<file path="src/rtl/rotation_kick_sequencer.sv">
// rotation_kick_sequencer: walks SRS wall-kick steps for one rotation request,
// forms each candidate placement from the kick tables and commits the first
// placement the shared collision checker reports as free.

package rotation_kick_pkg;
    typedef logic [2:0] tetromino_idx_t;
    localparam tetromino_idx_t TET_I = 3'd0;
    localparam tetromino_idx_t TET_O = 3'd1;
    localparam tetromino_idx_t TET_T = 3'd2;
    localparam tetromino_idx_t TET_S = 3'd3;
    localparam tetromino_idx_t TET_Z = 3'd4;
    localparam tetromino_idx_t TET_J = 3'd5;
    localparam tetromino_idx_t TET_L = 3'd6;
endpackage

module rotation_kick_sequencer
    import rotation_kick_pkg::*;
#(
    parameter int X_WIDTH = 5,
    parameter int Y_WIDTH = 6
) (
    input  logic                      clk,
    input  logic                      reset_n,
    input  logic                      rot_req,
    input  logic                      rot_dir,
    input  logic                      abort,
    input  logic signed [X_WIDTH-1:0] cur_x,
    input  logic signed [Y_WIDTH-1:0] cur_y,
    input  logic        [1:0]         cur_rotation,
    input  tetromino_idx_t            idx,
    output logic        [1:0]         kick_rotation,
    output logic        [2:0]         kick_step,
    output tetromino_idx_t            kick_idx,
    input  logic signed [2:0]         cw_add_x,
    input  logic signed [2:0]         cw_add_y,
    input  logic signed [2:0]         ccw_add_x,
    input  logic signed [2:0]         ccw_add_y,
    output logic                      chk_valid,
    output logic signed [X_WIDTH-1:0] chk_x,
    output logic signed [Y_WIDTH-1:0] chk_y,
    output logic        [1:0]         chk_rotation,
    input  logic                      chk_resp,
    input  logic                      chk_collide,
    output logic                      busy,
    output logic                      done,
    output logic                      success,
    output logic signed [X_WIDTH-1:0] new_x,
    output logic signed [Y_WIDTH-1:0] new_y,
    output logic        [1:0]         new_rotation
);

    typedef enum logic [1:0] {S_IDLE, S_CALC, S_CHECK, S_DONE} state_t;

    localparam logic [2:0] LAST_STEP = 3'd4;

    state_t                      state_q, state_d;
    logic        [2:0]           step_q, step_d;
    logic signed [X_WIDTH-1:0]   lx_q, lx_d;
    logic signed [Y_WIDTH-1:0]   ly_q, ly_d;
    logic        [1:0]           lrot_q, lrot_d;
    logic        [1:0]           trot_q, trot_d;
    tetromino_idx_t              lidx_q, lidx_d;
    logic                        ldir_q, ldir_d;
    logic signed [X_WIDTH-1:0]   chk_x_q, chk_x_d;
    logic signed [Y_WIDTH-1:0]   chk_y_q, chk_y_d;
    logic        [1:0]           chk_rot_q, chk_rot_d;
    logic signed [X_WIDTH-1:0]   new_x_q, new_x_d;
    logic signed [Y_WIDTH-1:0]   new_y_q, new_y_d;
    logic        [1:0]           new_rot_q, new_rot_d;
    logic                        success_q, success_d;
    logic signed [2:0]           add_x, add_y;

    // Kick offsets are 3-bit signed; widen them to the coordinate widths.
    function automatic logic signed [X_WIDTH-1:0] sext_x(input logic signed [2:0] a);
        return {{(X_WIDTH-3){a[2]}}, a};
    endfunction

    function automatic logic signed [Y_WIDTH-1:0] sext_y(input logic signed [2:0] a);
        return {{(Y_WIDTH-3){a[2]}}, a};
    endfunction

    // State and datapath registers; reset clears every visible output.
    always_ff @(posedge clk or negedge reset_n) begin
        if (!reset_n) begin
            state_q   <= S_IDLE;
            step_q    <= '0;
            lx_q      <= '0;
            ly_q      <= '0;
            lrot_q    <= '0;
            trot_q    <= '0;
            lidx_q    <= '0;
            ldir_q    <= 1'b0;
            chk_x_q   <= '0;
            chk_y_q   <= '0;
            chk_rot_q <= '0;
            new_x_q   <= '0;
            new_y_q   <= '0;
            new_rot_q <= '0;
            success_q <= 1'b0;
        end else begin
            state_q   <= state_d;
            step_q    <= step_d;
            lx_q      <= lx_d;
            ly_q      <= ly_d;
            lrot_q    <= lrot_d;
            trot_q    <= trot_d;
            lidx_q    <= lidx_d;
            ldir_q    <= ldir_d;
            chk_x_q   <= chk_x_d;
            chk_y_q   <= chk_y_d;
            chk_rot_q <= chk_rot_d;
            new_x_q   <= new_x_d;
            new_y_q   <= new_y_d;
            new_rot_q <= new_rot_d;
            success_q <= success_d;
        end
    end

    // Next-state logic: accept, form candidate, await checker, finish.
    always_comb begin
        state_d   = state_q;
        step_d    = step_q;
        lx_d      = lx_q;
        ly_d      = ly_q;
        lrot_d    = lrot_q;
        trot_d    = trot_q;
        lidx_d    = lidx_q;
        ldir_d    = ldir_q;
        chk_x_d   = chk_x_q;
        chk_y_d   = chk_y_q;
        chk_rot_d = chk_rot_q;
        new_x_d   = new_x_q;
        new_y_d   = new_y_q;
        new_rot_d = new_rot_q;
        success_d = success_q;
        add_x     = ldir_q ? ccw_add_x : cw_add_x;
        add_y     = ldir_q ? ccw_add_y : cw_add_y;

        if (abort && state_q != S_IDLE) begin
            // Cancel wins over any checker answer; results stay untouched.
            state_d = S_IDLE;
        end else begin
            case (state_q)
                S_IDLE: begin
                    if (rot_req) begin
                        lx_d    = cur_x;
                        ly_d    = cur_y;
                        lrot_d  = cur_rotation;
                        lidx_d  = idx;
                        ldir_d  = rot_dir;
                        step_d  = '0;
                        trot_d  = rot_dir ? (cur_rotation - 2'd1) : (cur_rotation + 2'd1);
                        state_d = S_CALC;
                    end
                end
                S_CALC: begin
                    // Wrap-around is intentional; the checker rejects off-board cells.
                    chk_x_d   = lx_q + sext_x(add_x);
                    chk_y_d   = ly_q + sext_y(add_y);
                    chk_rot_d = trot_q;
                    state_d   = S_CHECK;
                end
                S_CHECK: begin
                    if (chk_resp) begin
                        if (!chk_collide) begin
                            new_x_d   = chk_x_q;
                            new_y_d   = chk_y_q;
                            new_rot_d = chk_rot_q;
                            success_d = 1'b1;
                            state_d   = S_DONE;
                        end else if (step_q < LAST_STEP && lidx_q != TET_O) begin
                            step_d  = step_q + 3'd1;
                            state_d = S_CALC;
                        end else begin
                            new_x_d   = lx_q;
                            new_y_d   = ly_q;
                            new_rot_d = lrot_q;
                            success_d = 1'b0;
                            state_d   = S_DONE;
                        end
                    end
                end
                default: begin
                    state_d = S_IDLE;
                end
            endcase
        end
    end

    assign kick_rotation = lrot_q;
    assign kick_step     = step_q;
    assign kick_idx      = lidx_q;
    assign chk_valid     = (state_q == S_CHECK);
    assign chk_x         = chk_x_q;
    assign chk_y         = chk_y_q;
    assign chk_rotation  = chk_rot_q;
    assign busy          = (state_q != S_IDLE);
    assign done          = (state_q == S_DONE);
    assign success       = success_q;
    assign new_x         = new_x_q;
    assign new_y         = new_y_q;
    assign new_rotation  = new_rot_q;

endmodule

</file>
<file path="config.mk">
export PLATFORM = sky130hd
export DESIGN_NAME = rotation_kick_sequencer
export DESIGN_NICKNAME = d
export VERILOG_FILES = /design/src/rtl/rotation_kick_sequencer.sv
export SDC_FILE = /design/constraint.sdc
export NUM_CORES = 1
export LEC_CHECK = 0
export CAP_MARGIN = 20
export CORE_MARGIN = 1
export CORE_UTILIZATION = 46
export CTS_BUF_LIST = sky130_fd_sc_hd__clkbuf_16
export CTS_CLUSTER_SIZE = 12
export DETAILED_ROUTE_END_ITERATION = 8
export DONT_BUFFER_PORTS = 1
export PLACE_DENSITY = 0.65
export SLEW_MARGIN = 5
export SYNTH_ARGS = -nofsm -noshare
export SYNTH_HDL_FRONTEND = slang
export SYNTH_SLANG_ARGS = --single-unit
</file>
<file path="constraint.sdc">
create_clock -name clk -period 2.1 [get_ports clk]
set_input_delay 0.42 -clock clk [delete_from_list [all_inputs] [get_ports clk]]
set_output_delay 0.42 -clock clk [all_outputs]
set_load 0.02 [all_outputs]
</file>
==> results of run 1 <==
## synthesized netlist by cell type, drive strengths merged, types with 3 or more instances
cell type / count
dfrtp: 51
mux2: 25
nand2: 25
o21ai: 24
mux2i: 17
ha: 10
buf: 8
inv: 8
a21oi: 7
xor2: 6
a21o: 3
nand2b: 3
xnor2: 3
## power by group through the flow
stage               sequential, uW  clock, uW  combinational, uW
floorplan                     1950          0                950
global placement              2060          0               1050
detailed placement            2070          0               1070
CTS                           2050        788               1110
global route                  2100        825               1290
finish                        2040        760               1120
## placed cells by master, fill, tap and decap left out, drive strengths merged, types with 2 or more instances in the layout
| master | Yosys | layout |
|---|---|---|
| o31ai | 2 | 2 |
| ha | 10 | 10 |
| buf | 8 | 4 |
| nand2 | 25 | 25 |
| clkbuf | 1 | 5 |
| inv | 8 | 10 |
| a21oi | 7 | 7 |
| xnor2 | 3 | 3 |
| mux2 | 25 | 25 |
| mux2i | 17 | 17 |
| nor2b | 2 | 2 |
| dfrtp | 51 | 51 |
| a21o | 3 | 3 |
| a31oi | 2 | 2 |
| and3 | 2 | 2 |
| fa | 2 | 2 |
| clkinv | 1 | 2 |
| nand2b | 3 | 3 |
| nor2 | 2 | 2 |
| o21ai | 24 | 24 |
| xor2 | 6 | 6 |
## through the flow
stage                     power [uW]  setup slack, ns
after global placement          3110           0.0701
after floorplan                 2900           0.0588
after detailed placement        3140           0.0341
after global routing            4220          0.00868
after CTS                       3950           0.0393
final                           3920           0.0927
## worst max-delay path by stage
stage,from,to,slack [ns],depth (start not counted)
after detailed placement,ccw_add_y[0],chk_y[4],0.03,7
after floorplan,ldir_q,chk_y[4],0.06,8
after global placement,ccw_add_y[0],chk_y[4],0.07,7
after CTS,ldir_q,chk_y[4],0.04,7
final,ldir_q,chk_y[4],0.09,7
after global routing,ldir_q,chk_x[4],0.009,9
## registers in the layout, indices dropped and copies added, names as in the netlist
signal,cells
success,1
ly_q,6
chk_y,6
new_x,5
chk_x,5
trot_q,2
kick_rotation,2
kick_idx,3
state_q,2
lx_q,5
new_rotation,2
chk_rotation,2
ldir_q,1
kick_step,3
new_y,6
## metal layers
layer  GRT usage [%]  vias to the layer above
met1            22.5                      758
met5               0                        -
met3            4.88                        5
met4            5.09                        0
met2            30.2                       40
li1                -                      755
## logic make-up (layout without fill, tap and decap cells)
| family | after synthesis | in the layout | synth area share, % |
|---|---|---|---|
| multiplexers | 42 | 42 | 17.6 |
| AO/OA/AOI/OAI | 41 | 41 | 10.8 |
| adder cells (fa/ha/maj) | 12 | 12 | 6.35 |
| flip-flops | 51 | 51 | 49.0 |
| buffers and inverters | 18 | 22 | 4.57 |
| XOR/XNOR | 9 | 9 | 3.03 |
| AND/OR/NAND/NOR | 42 | 42 | 8.61 |
## worst reg2reg max path, delay by kind of cell (launching register included)
kind / cells / cell delay [ns]
xor+xnor: 1 / 0.15
mux: 1 / 0.35
fa+ha+maj: 2 / 0.60
compound gates: 3 / 0.42
flops: 1 / 0.37
## repair_timing
item | 4_1_cts | 5_1_grt
hold endpoints to repair | 51 | 0
resized for setup | 0 | 6
setup endpoints to repair | 0 | 4
hold buffers | 2 | 0
## area by class of cell
class | instances | area share, %
Sequential cell | 51 | 44.9
Multi-Input combinational cell | 146 | 43.2
Clock buffer | 5 | 4.40
Tap cell | 72 | 3.17
Timing Repair Buffer | 5 | 2.69
Inverter | 9 | 1.23
Clock inverter | 3 | 0.440
==> summary by stage, run 1 <==
Hold path
The number of instances on the worst hold path is 1. The end of the worst hold path is trot_q[0]. The worst hold path belongs to the class input pin to flip-flop. The critical hold path startpoint is cur_rotation[0].

STA
Derived from the worst setup path, the maximum achievable clock frequency is 498 MHz. The number of hold violations in the final report was 0. The worst setup skew after layout is 0.00339 ns.

Setup violations remaining at the end of the flow were counted as 0. The final worst-path cycle share is 95.6%. The final total negative setup slack is 0 ns. For the pin with the worst max-slew slack, the measured transition is 0.458 ns. Setup repair after global routing left no endpoint under its margin.

The number of max-slew violations in the final report is 0. The worst path in the final design needs a cycle of 2.01 ns, including I/O delays and setup. Measured against its own limit, the worst slew margin works out to 69.3%.

Final hold analysis gives a worst-case slack of 0.223 ns.

Floorplanning
The die span in x is 77.2 um. The floorplan die area is 5960 um^2. Row generation in the floorplan step produced 27 rows. The initial utilization of the core area, before any placement, comes to 47.6%. The total area inside the core boundary comes to 5470 um^2.

The overall die height is 77.2 um. For this design the top-level I/O count stands at 73.

Clocking
Buffers added to address setup during post-CTS repair amount to 0. The clock network latency to the later pin of the worst-skew pair is 0.28 ns. TritonCTS built the clock tree.

The clock slew seen by the registers of the worst setup and hold paths is 0.06 ns. The tree built by TritonCTS fans out to 51 sinks. The clock passes through at most 2 buffers. CTS built an H-tree with a depth of 2. The number of buffers created by CTS is 5. Clock tree synthesis selected as its root buffer the cell clkbuf_16.

GRT
The number of antenna violations at the first check in global routing is 0. The global-route usage over all layers is 18.0%. The first global-routing pass estimated 8280 um of wire. Entering global routing, the biggest net connects 52 pins. The via count of the first global-routing pass was 1629. The global route total overflow is 0.

Worst setup path
The number of buffers and inverters on the critical path is 0. The end of the worst register-to-register path is chk_y[4]. The data required time of the critical path is 2.25 ns.

The biggest fanout along the worst timing path is 2. Data on the critical path arrives at its endpoint at 2.15 ns. The startpoint of the lowest-slack register-to-register path is ldir_q. Walking the worst path, the cells encountered are mux2_2 -> ha_1 -> fa_2 -> a21o_1 -> a21oi_1 -> xor2_1 -> o21ai_0. For the worst flop-to-flop path, the logic depth is 7. The worst register-to-register path has a setup slack of 0.09 ns. The cell with the biggest individual delay on the critical path is fa_2. Broken down by cell family, the worst path's largest delay share belongs to adder cells. The classification of the worst setup path is flip-flop to flip-flop. The worst setup path is captured at a flip-flop. The worst stage delay on the critical path is 0.38 ns. STA classifies the critical path startpoint as a flip-flop.

Synth
Dividing the synthesized area by the synthesized cell count gives 12.1 um^2. The sequential fraction of the synthesis area is 49.0%. The number of nets in the synthesized netlist is 262.

The mapped netlist covers 2600 um^2. The async set-or-reset flop fraction in the synthesized netlist is 100%. Synthesis instantiated 42 different standard cells from the library. Synthesis produced 215 cells. Sorting the synthesized cells by area gives the leading types as dfrtp_1, mux2_2, mux2i_1, ha_1, o21ai_0.

The number of flops mapped to enable cells by yosys is 0. The Yosys step of the flow raised 0 warnings. The synthesized flop and latch total is 51. The most common flop cell mapped by yosys is dfrtp_1. After synthesis, the largest area contributor takes up 49.0% of total cell area. Of all cell types, the one taking the most synthesized area is dfrtp_1.

Cells and area
In the final layout, the multi-input gates occupy 1230 um^2. The total inserted antenna cells is 0. The share of cells above drive strength 1 is 26.0%. From synthesis to final layout, the design area changed by 9.18%.

The sequential cell area in the final layout is 1280 um^2. The post-route cell area is 2840 um^2. Excluding fillers, the count of instances in the completed layout stands at 291. The filler cell count is 491. The end-of-flow core utilization is 51.9%. The net count reported at finish is 265.

Routing
The top layer reached by signal wires is met4. The DRC marker count from the first detailed-route iteration is 36. The length of routed met2 wiring is 2420 um. The via density per instance is 5.35. The count of nets left with antenna violations once routing finished came out at 0. The via count is 1558. The routed length per placed instance is 16.8 um. The detailed-route DRC error count is 0.

Before antenna repair, the detailed router went through 4 iterations. In the detailed route, the total length drawn on met3 is 291 um. The wire length after detailed routing is 4890 um. The detailed router put a total of 2140 um of wire on met1.

Power and ir drop
The proportion of power drawn by flip-flops and latches is 52.0%. The clock network burns 19.4% of the power. The relative contribution of combinational cells to total power is 28.6%.

Power spread over the standard cell area amounts to 1380 nW/um^2. Across the VDD grid, the largest voltage drop is 0.544 mV. Net switching is 39.6% of the power.

The internal power of the cells totals 2370 uW. The static leakage is 0.00131 uW. The analysis attributes to net switching a power of 1550 uW.

Status
The run finished with clean final reports.

Placed design
The number of buffers inserted by port buffering is 0. The HPWL after detailed placement is 3410 um. The total placed cells including tap cells is 281. The final weighted congestion in routability-driven placement is 0.752. The instance area at placement is 2650 um^2.

Run
Max-cap violations in this run came to 0.
No activity file was read; power rests on OpenSTA's default activity.
==> run 2: changes to the inputs <==
--- a/config.mk
+++ b/config.mk
@@ -7,13 +7,13 @@
 export LEC_CHECK = 0
 export CAP_MARGIN = 20
 export CORE_MARGIN = 1
-export CORE_UTILIZATION = 46
+export CORE_UTILIZATION = 45
 export CTS_BUF_LIST = sky130_fd_sc_hd__clkbuf_16
 export CTS_CLUSTER_SIZE = 12
 export DETAILED_ROUTE_END_ITERATION = 8
 export DONT_BUFFER_PORTS = 1
-export PLACE_DENSITY = 0.65
-export SLEW_MARGIN = 5
+export PLACE_DENSITY_LB_ADDON = 0.3
+export SLEW_MARGIN = 15
 export SYNTH_ARGS = -nofsm -noshare
 export SYNTH_HDL_FRONTEND = slang
 export SYNTH_SLANG_ARGS = --single-unit
==> summary by stage, run 2 (synthesis gave the netlist of run 1 again) <==
Placed design
The number of buffers inserted by port buffering is 0. The half-perimeter wire length after placement is 3650 um. Summing all placed instances gives a cell area of 2650 um^2. OpenSTA, run right after detailed placement, puts the worst setup slack at 0.0103 ns. The total placed cells including tap cells is 282. Routability-driven placement finished with a final weighted congestion of 0.796.

Clocking
The clock passes through at most 2 buffers. The clock slew seen by the registers of the worst setup and hold paths is 0.06 ns. The TritonCTS clock tree is built. In this run the number of H-tree levels came out at 2.

Clock tree synthesis selected as its root buffer the cell clkbuf_16. The clock network latency to the later pin of the worst-skew pair is 0.28 ns. Clock tree synthesis found a total of 51 sinks. The number of buffers created by CTS is 5.

STA
Derived from the worst setup path, the maximum achievable clock frequency is 499 MHz. Setup repair after global routing left no endpoint under its margin. The number of hold violations in the final report is 0. The hold slack is 0.231 ns. The transition at the pin with the smallest max-transition slack is 0.468 ns. The number of max-slew violations in the final report came to 0. Setup violations remaining at the end of the flow were counted as 0. The minimum setup slack in the final design is 0.0949 ns. The time the worst path needs with I/O delays and setup is 2.01 ns. After routing, the total negative slack on setup checks comes to 0 ns. The worst setup skew after layout is 0.00291 ns. The relative max-transition margin is 68.7%. Dividing the final minimum period by the clock period gives 95.5%.

Cells and area
The total inserted antenna cells is 0. The library cell used most frequently in the layout, excluding fill and tap cells, is dfrtp_1. The net count reported at finish is 267. The area growth from synthesis to layout is 9.81%. The library cells used most frequently in the layout, excluding fill and tap cells, are dfrtp_1, nand2_1, mux2_2, o21ai_0, mux2i_1. Of the cells placed in the final design, the portion with a size suffix greater than 1 is 29.1%.

After the flow finishes, the layout carries non-filler instances totaling 292. With fillers left out, the area of the finished cells amounts to 2860 um^2.

Hold path
The worst hold path belongs to the class input pin to flip-flop.

Worst setup path
For this design, the slowest cell found on the critical path is fa_2. The worst setup path is of the flip-flop to flip-flop kind. On the worst path, the slowest cell contributes a delay of 0.38 ns. The worst setup path is launched from a flip-flop. The number of buffers and inverters on the critical path is 0. Of all nets on the critical path, the largest fanout is 2. At the worst endpoint, the arrival time is 2.16 ns. The worst setup path is captured at a flip-flop. The signal on the critical path passes through mux2_2 -> ha_1 -> fa_2 -> a21o_1 -> a21oi_2 -> xor2_1 -> o21ai_0. The data required time of the critical path is 2.25 ns. The kind of cell with the highest combined delay on the critical path is adder cells.

Status
The flow ran to the end, and the final reports show no timing, DRC or antenna violations.

Routing
The detail route stage leaves a number of antenna-violating nets equal to 0. The via density per instance is 5.38. The via count is 1570. In this run, the number of DRC markers left after iteration 0 of detailed routing was 44. The wire length after detailed routing is 4980 um. In the routed design, unresolved DRC markers number 0.

After detailed routing, the average wire length per cell comes to 17.1 um. The first-pass iteration count of the detailed router is 4.

GRT
The global-route usage over all layers is 17.9%. The number of antenna violations at the first check in global routing is 0. For this run the aggregate overflow at the end of global routing stands at 0. The via count of the first global-routing pass is 1590. The global-route wire length before repair is 8330 um. Entering global routing, the biggest net connects 52 pins.

Floorplanning
The count of standard-cell rows is 27. The number of ports placed on the die boundary is 73. The core region is 5540 um^2. The floorplan step defined a die boundary enclosing 6090 um^2. The die span in x is 78.1 um. The initial standard-cell utilization of the core is 47.0%.

The die is 78.1 um tall.

Power and ir drop
The analysis attributes to cell leakage a power of 0.00131 uW. IR analysis of the VDD net gives a maximum drop of 0.529 mV. In this run the power density over the cells is 1390 nW/um^2.

Run
The tool flagged a number of max-cap violations equal to 0.
[run 2: cell types whose count changed in the layout (fill, tap and decap cells not counted), sizes merged]
cell,change
inv,-2
clkinv,+1
buf,+2
[run 2: metrics by stage]
stage	util (%)	power, uW
2_1_floorplan	-	2900
3_3_place_gp	47.7	3090
3_5_place_dp	47.7	3160
4_1_cts	50.8	3960
5_1_grt	51.6	4260
6_report	51.6	3980
[run 2: final timing paths]
| kind | from | to | slack (ns) | cells after the start |
|---|---|---|---|---|
| max | ldir_q | chk_y[4] | 0.09 | 7 |
| min | chk_collide | success | 0.23 | 1 |
| max reg2reg | ldir_q | chk_y[4] | 0.09 | 7 |
| min reg2reg | trot_q[1] | chk_rotation[1] | 0.50 | 1 |
| max in group asynchronous | reset_n | chk_rotation[1] | 1.22 | 2 |
| min in group asynchronous | reset_n | ldir_q | 0.63 | 2 |
[run 2: area by class of cell]
type | instances | area [um^2]
Inverter | 9 | 35.0
Tap cell | 72 | 90.1
Clock inverter | 2 | 8.76
Sequential cell | 51 | 1280
Timing Repair Buffer | 7 | 78.8
Clock buffer | 5 | 125
Fill cell | 527 | 2680
Multi-Input combinational cell | 146 | 1240
[run 2: worst reg2reg max path: stages, from the launching register on]
cell	delay, ns
dfrtp_1	0.36
mux2_2	0.34
ha_1	0.22
fa_2	0.38
a21o_1	0.18
a21oi_2	0.15
xor2_1	0.16
o21ai_0	0.09
[run 2: power by group]
part | internal, uW | switching [uW] | leakage [uW]
clock | 429 | 337 | 0.0000671
combinational | 613 | 556 | 0.000610
sequential | 1360 | 684 | 0.000633
[run 2: per-layer routing]
metal	wire (um)	track usage [%]	vias to the layer above
met5	0	0	-
met4	54	5.00	0
met3	290	5.81	6
met2	2430	27.8	40
met1	2210	23.9	764
li1	-	-	760
[run 2: what timing repair did]
action | in CTS | in global routing
endpoints found under the setup margin | 0 | 2
buffers inserted | 0 | 1
hold endpoints to repair | 51 | 0
hold buffers | 2 | 0
resized for setup | 0 | 11
==> run 3: changes to the inputs <==
--- a/config.mk
+++ b/config.mk
@@ -8,7 +8,6 @@
 export CAP_MARGIN = 20
 export CORE_MARGIN = 1
 export CORE_UTILIZATION = 45
-export CTS_BUF_LIST = sky130_fd_sc_hd__clkbuf_16
 export CTS_CLUSTER_SIZE = 12
 export DETAILED_ROUTE_END_ITERATION = 8
 export DONT_BUFFER_PORTS = 1
==> summary by stage, run 3 (synthesis gave the netlist of run 1 again) <==
Clocking
The H-tree level count is 2. The number of buffers created by CTS is 5. The clock reaches the later pin of the worst-skew pair after 0.30 ns. For this design, the sink count on the clock tree is 51. After clock tree synthesis, the clock-pin slew on the worst setup and hold paths is 0.09 ns.

The TritonCTS clock tree is built. The root cell of the clock tree is clkbuf_8. The clock passes through at most 2 buffers.

Worst setup path
The worst setup path is launched from a flip-flop. The biggest fanout along the worst timing path is 2. The critical path in this run is classified as flip-flop to flip-flop.

The arrival time of the worst setup path is 2.18 ns. The worst setup path is captured at a flip-flop. Data on the critical path is required at its endpoint by 2.27 ns.

Cells and area
The post-route cell area is 2790 um^2. The filler cells instantiated in the layout total 535. The number of antenna diodes in the final layout is 0. The library cell used most frequently in the layout, excluding fill and tap cells, is dfrtp_1. In the layout the commonest cells are dfrtp_1, nand2_1, mux2_2, o21ai_0, mux2i_1.

Compared with the post-synthesis result, the final layout area differs by 7.07%. The number of standard cells in the final layout excluding fillers is 291. The post-route netlist has 26.9% of its cells at a drive strength greater than 1.

The net count reported at finish is 266.

STA
The time the worst path needs with I/O delays and setup is 2.01 ns. The transition at the pin with the smallest max-transition slack is 0.460 ns. The final total negative setup slack is 0 ns. The total setup violations reported at the end of the flow is 0. Setup repair after global routing left no endpoint under its margin. The worst path uses 95.6% of the clock period. The worst setup skew after layout is 0.00428 ns. The worst pin sits at a relative slew slack of 69.3%. The number of hold violations in the final report is 0. The number of max-slew violations in the final report came to 0. The fmax is 498 MHz.

GRT
The global-route usage over all layers is 17.8%. The maximum number of pins on one net before global-route repair is 52. The number of antenna violations at the first check in global routing is 0. The via count of the first global-routing pass is 1594. For this run the aggregate overflow at the end of global routing stands at 0.

The global-route wire length before repair is 8310 um.

Power and ir drop
Net switching is 41.2% of the power. The fraction of power consumed by the clock network is 15.3%. The proportion of power drawn by flip-flops and latches is 54.6%.

The internal power of the cells is 2200 uW. The relative contribution of combinational cells to total power is 30.1%. The power dissipated by switching net loads is 1540 uW.

The maximum ir drop on the vdd rail is 0.516 mV. The static leakage is 0.00129 uW. The total power density per cell area is 1340 nW/um^2.

Placed design
In this run the cell area measured after placement is 2650 um^2. The half-perimeter wire length after placement is 3650 um. The final weighted congestion in routability-driven placement is 0.796. During placement, the flow inserted port buffers numbering 0.

The total placed cells including tap cells is 282.

Floorplanning
Measured along the y axis, the die boundary spans 78.1 um. The die is 78.1 um wide. The die covers 6090 um^2.

The floorplan step defined a core boundary enclosing 5540 um^2. The initial standard-cell utilization of the core is 47.0%. The number of ports placed on the die boundary is 73. After floorplanning, the core was divided into 27 placement rows.

Routing
The via count is 1560. The routed length per placed instance is 17.1 um. The detail route stage leaves a number of antenna-violating nets equal to 0.

The DRC marker count from the first detailed-route iteration is 49. The wire length after detailed routing is 4990 um. In the routed design, unresolved DRC markers number 0.

The first-pass iteration count of the detailed router is 4. The via density per instance is 5.36.

Hold path
The kind of path behind the tightest hold check is input pin to flip-flop.

Status
The run finished with clean final reports.

Run
The tool flagged a number of max-cap violations equal to 0.
==> run 3: cell count changes in the layout (fill, tap and decap cells not counted) <==
cell,delta
nor2b_2,-1
a21oi_2,-1
buf_4,-1
ha_2,-1
nor2b_1,+1
o21ai_2,-1
ha_1,+1
clkbuf_8,+6
clkinv_1,-1
a21oi_1,+1
and3_1,+1
o21ai_1,+1
clkbuf_16,-5
and3_4,-1
==> run 3: metal layers <==
layer | track usage, % | vias up | share of wire, %
li1 | - | 757 | -
met1 | 23.5 | 757 | 45
met2 | 28.0 | 40 | 48
met3 | 5.81 | 6 | 5.8
met4 | 5.00 | 0 | 1.0
met5 | 0 | - | 0
==> run 3: critical path: stages, from the launching register on <==
cell     delay [ns]
dfrtp_1        0.37
mux2_2         0.34
ha_1           0.22
fa_2           0.38
a21o_1         0.18
a21oi_2        0.15
xor2_1         0.16
o21ai_0        0.09
==> run 3: final timing paths <==
check                            startpoint              end  slack, ns  depth (start not counted)
worst max register to register       ldir_q         chk_y[4]       0.09                          7
worst min register to register    trot_q[1]  chk_rotation[1]       0.51                          1
min in group asynchronous           reset_n           ldir_q       0.62                          2
max in group asynchronous           reset_n         new_x[1]       1.25                          2
worst max-delay path                 ldir_q         chk_y[4]       0.09                          7
worst min-delay path            chk_collide          success       0.21                          1
==> run 3: timing repair <==
action                                  CTS  global route
resized for setup                         0             6
buffers inserted                          0             0
endpoints found under the setup margin    0             2
hold endpoints to repair                 51             0
hold buffers                              2             0
==> run 3: final cells by class <==
class	instances	area (um^2)	share of cell area, %
clock inverters	1	5.00	0.180
inverters	9	35.0	1.26
multi-input cells	146	1230	44.0
flip-flops and latches	51	1280	45.8
clock buffers	6	82.6	2.96
repair buffers	6	71.3	2.56
well taps	72	90.1	3.23
==> run 3: power by group through the flow <==
stage,Clock (uW),Sequential (uW),Combinational (uW)
after floorplan,0,1950,950
after global placement,0,2060,1030
after detailed placement,0,2080,1080
after CTS,597,2060,1120
after global routing,632,2110,1280
final,573,2040,1120
==> run 3: per-stage QoR <==
| step | power, uW | hold WS [ns] | worst slack [ns] | utilization, % |
|---|---|---|---|---|
| final | 3740 | 0.211 | 0.0914 | 50.3 |
| after global routing | 4020 | 0.198 | 0.0115 | 50.3 |
| after CTS | 3770 | 0.198 | 0.0120 | 50.0 |
| after detailed placement | 3160 | 0.125 | 0.0103 | 47.7 |
| after global placement | 3090 | 0.126 | 0.0932 | 47.7 |
| after floorplan | 2900 | 0.124 | 0.0588 | - |
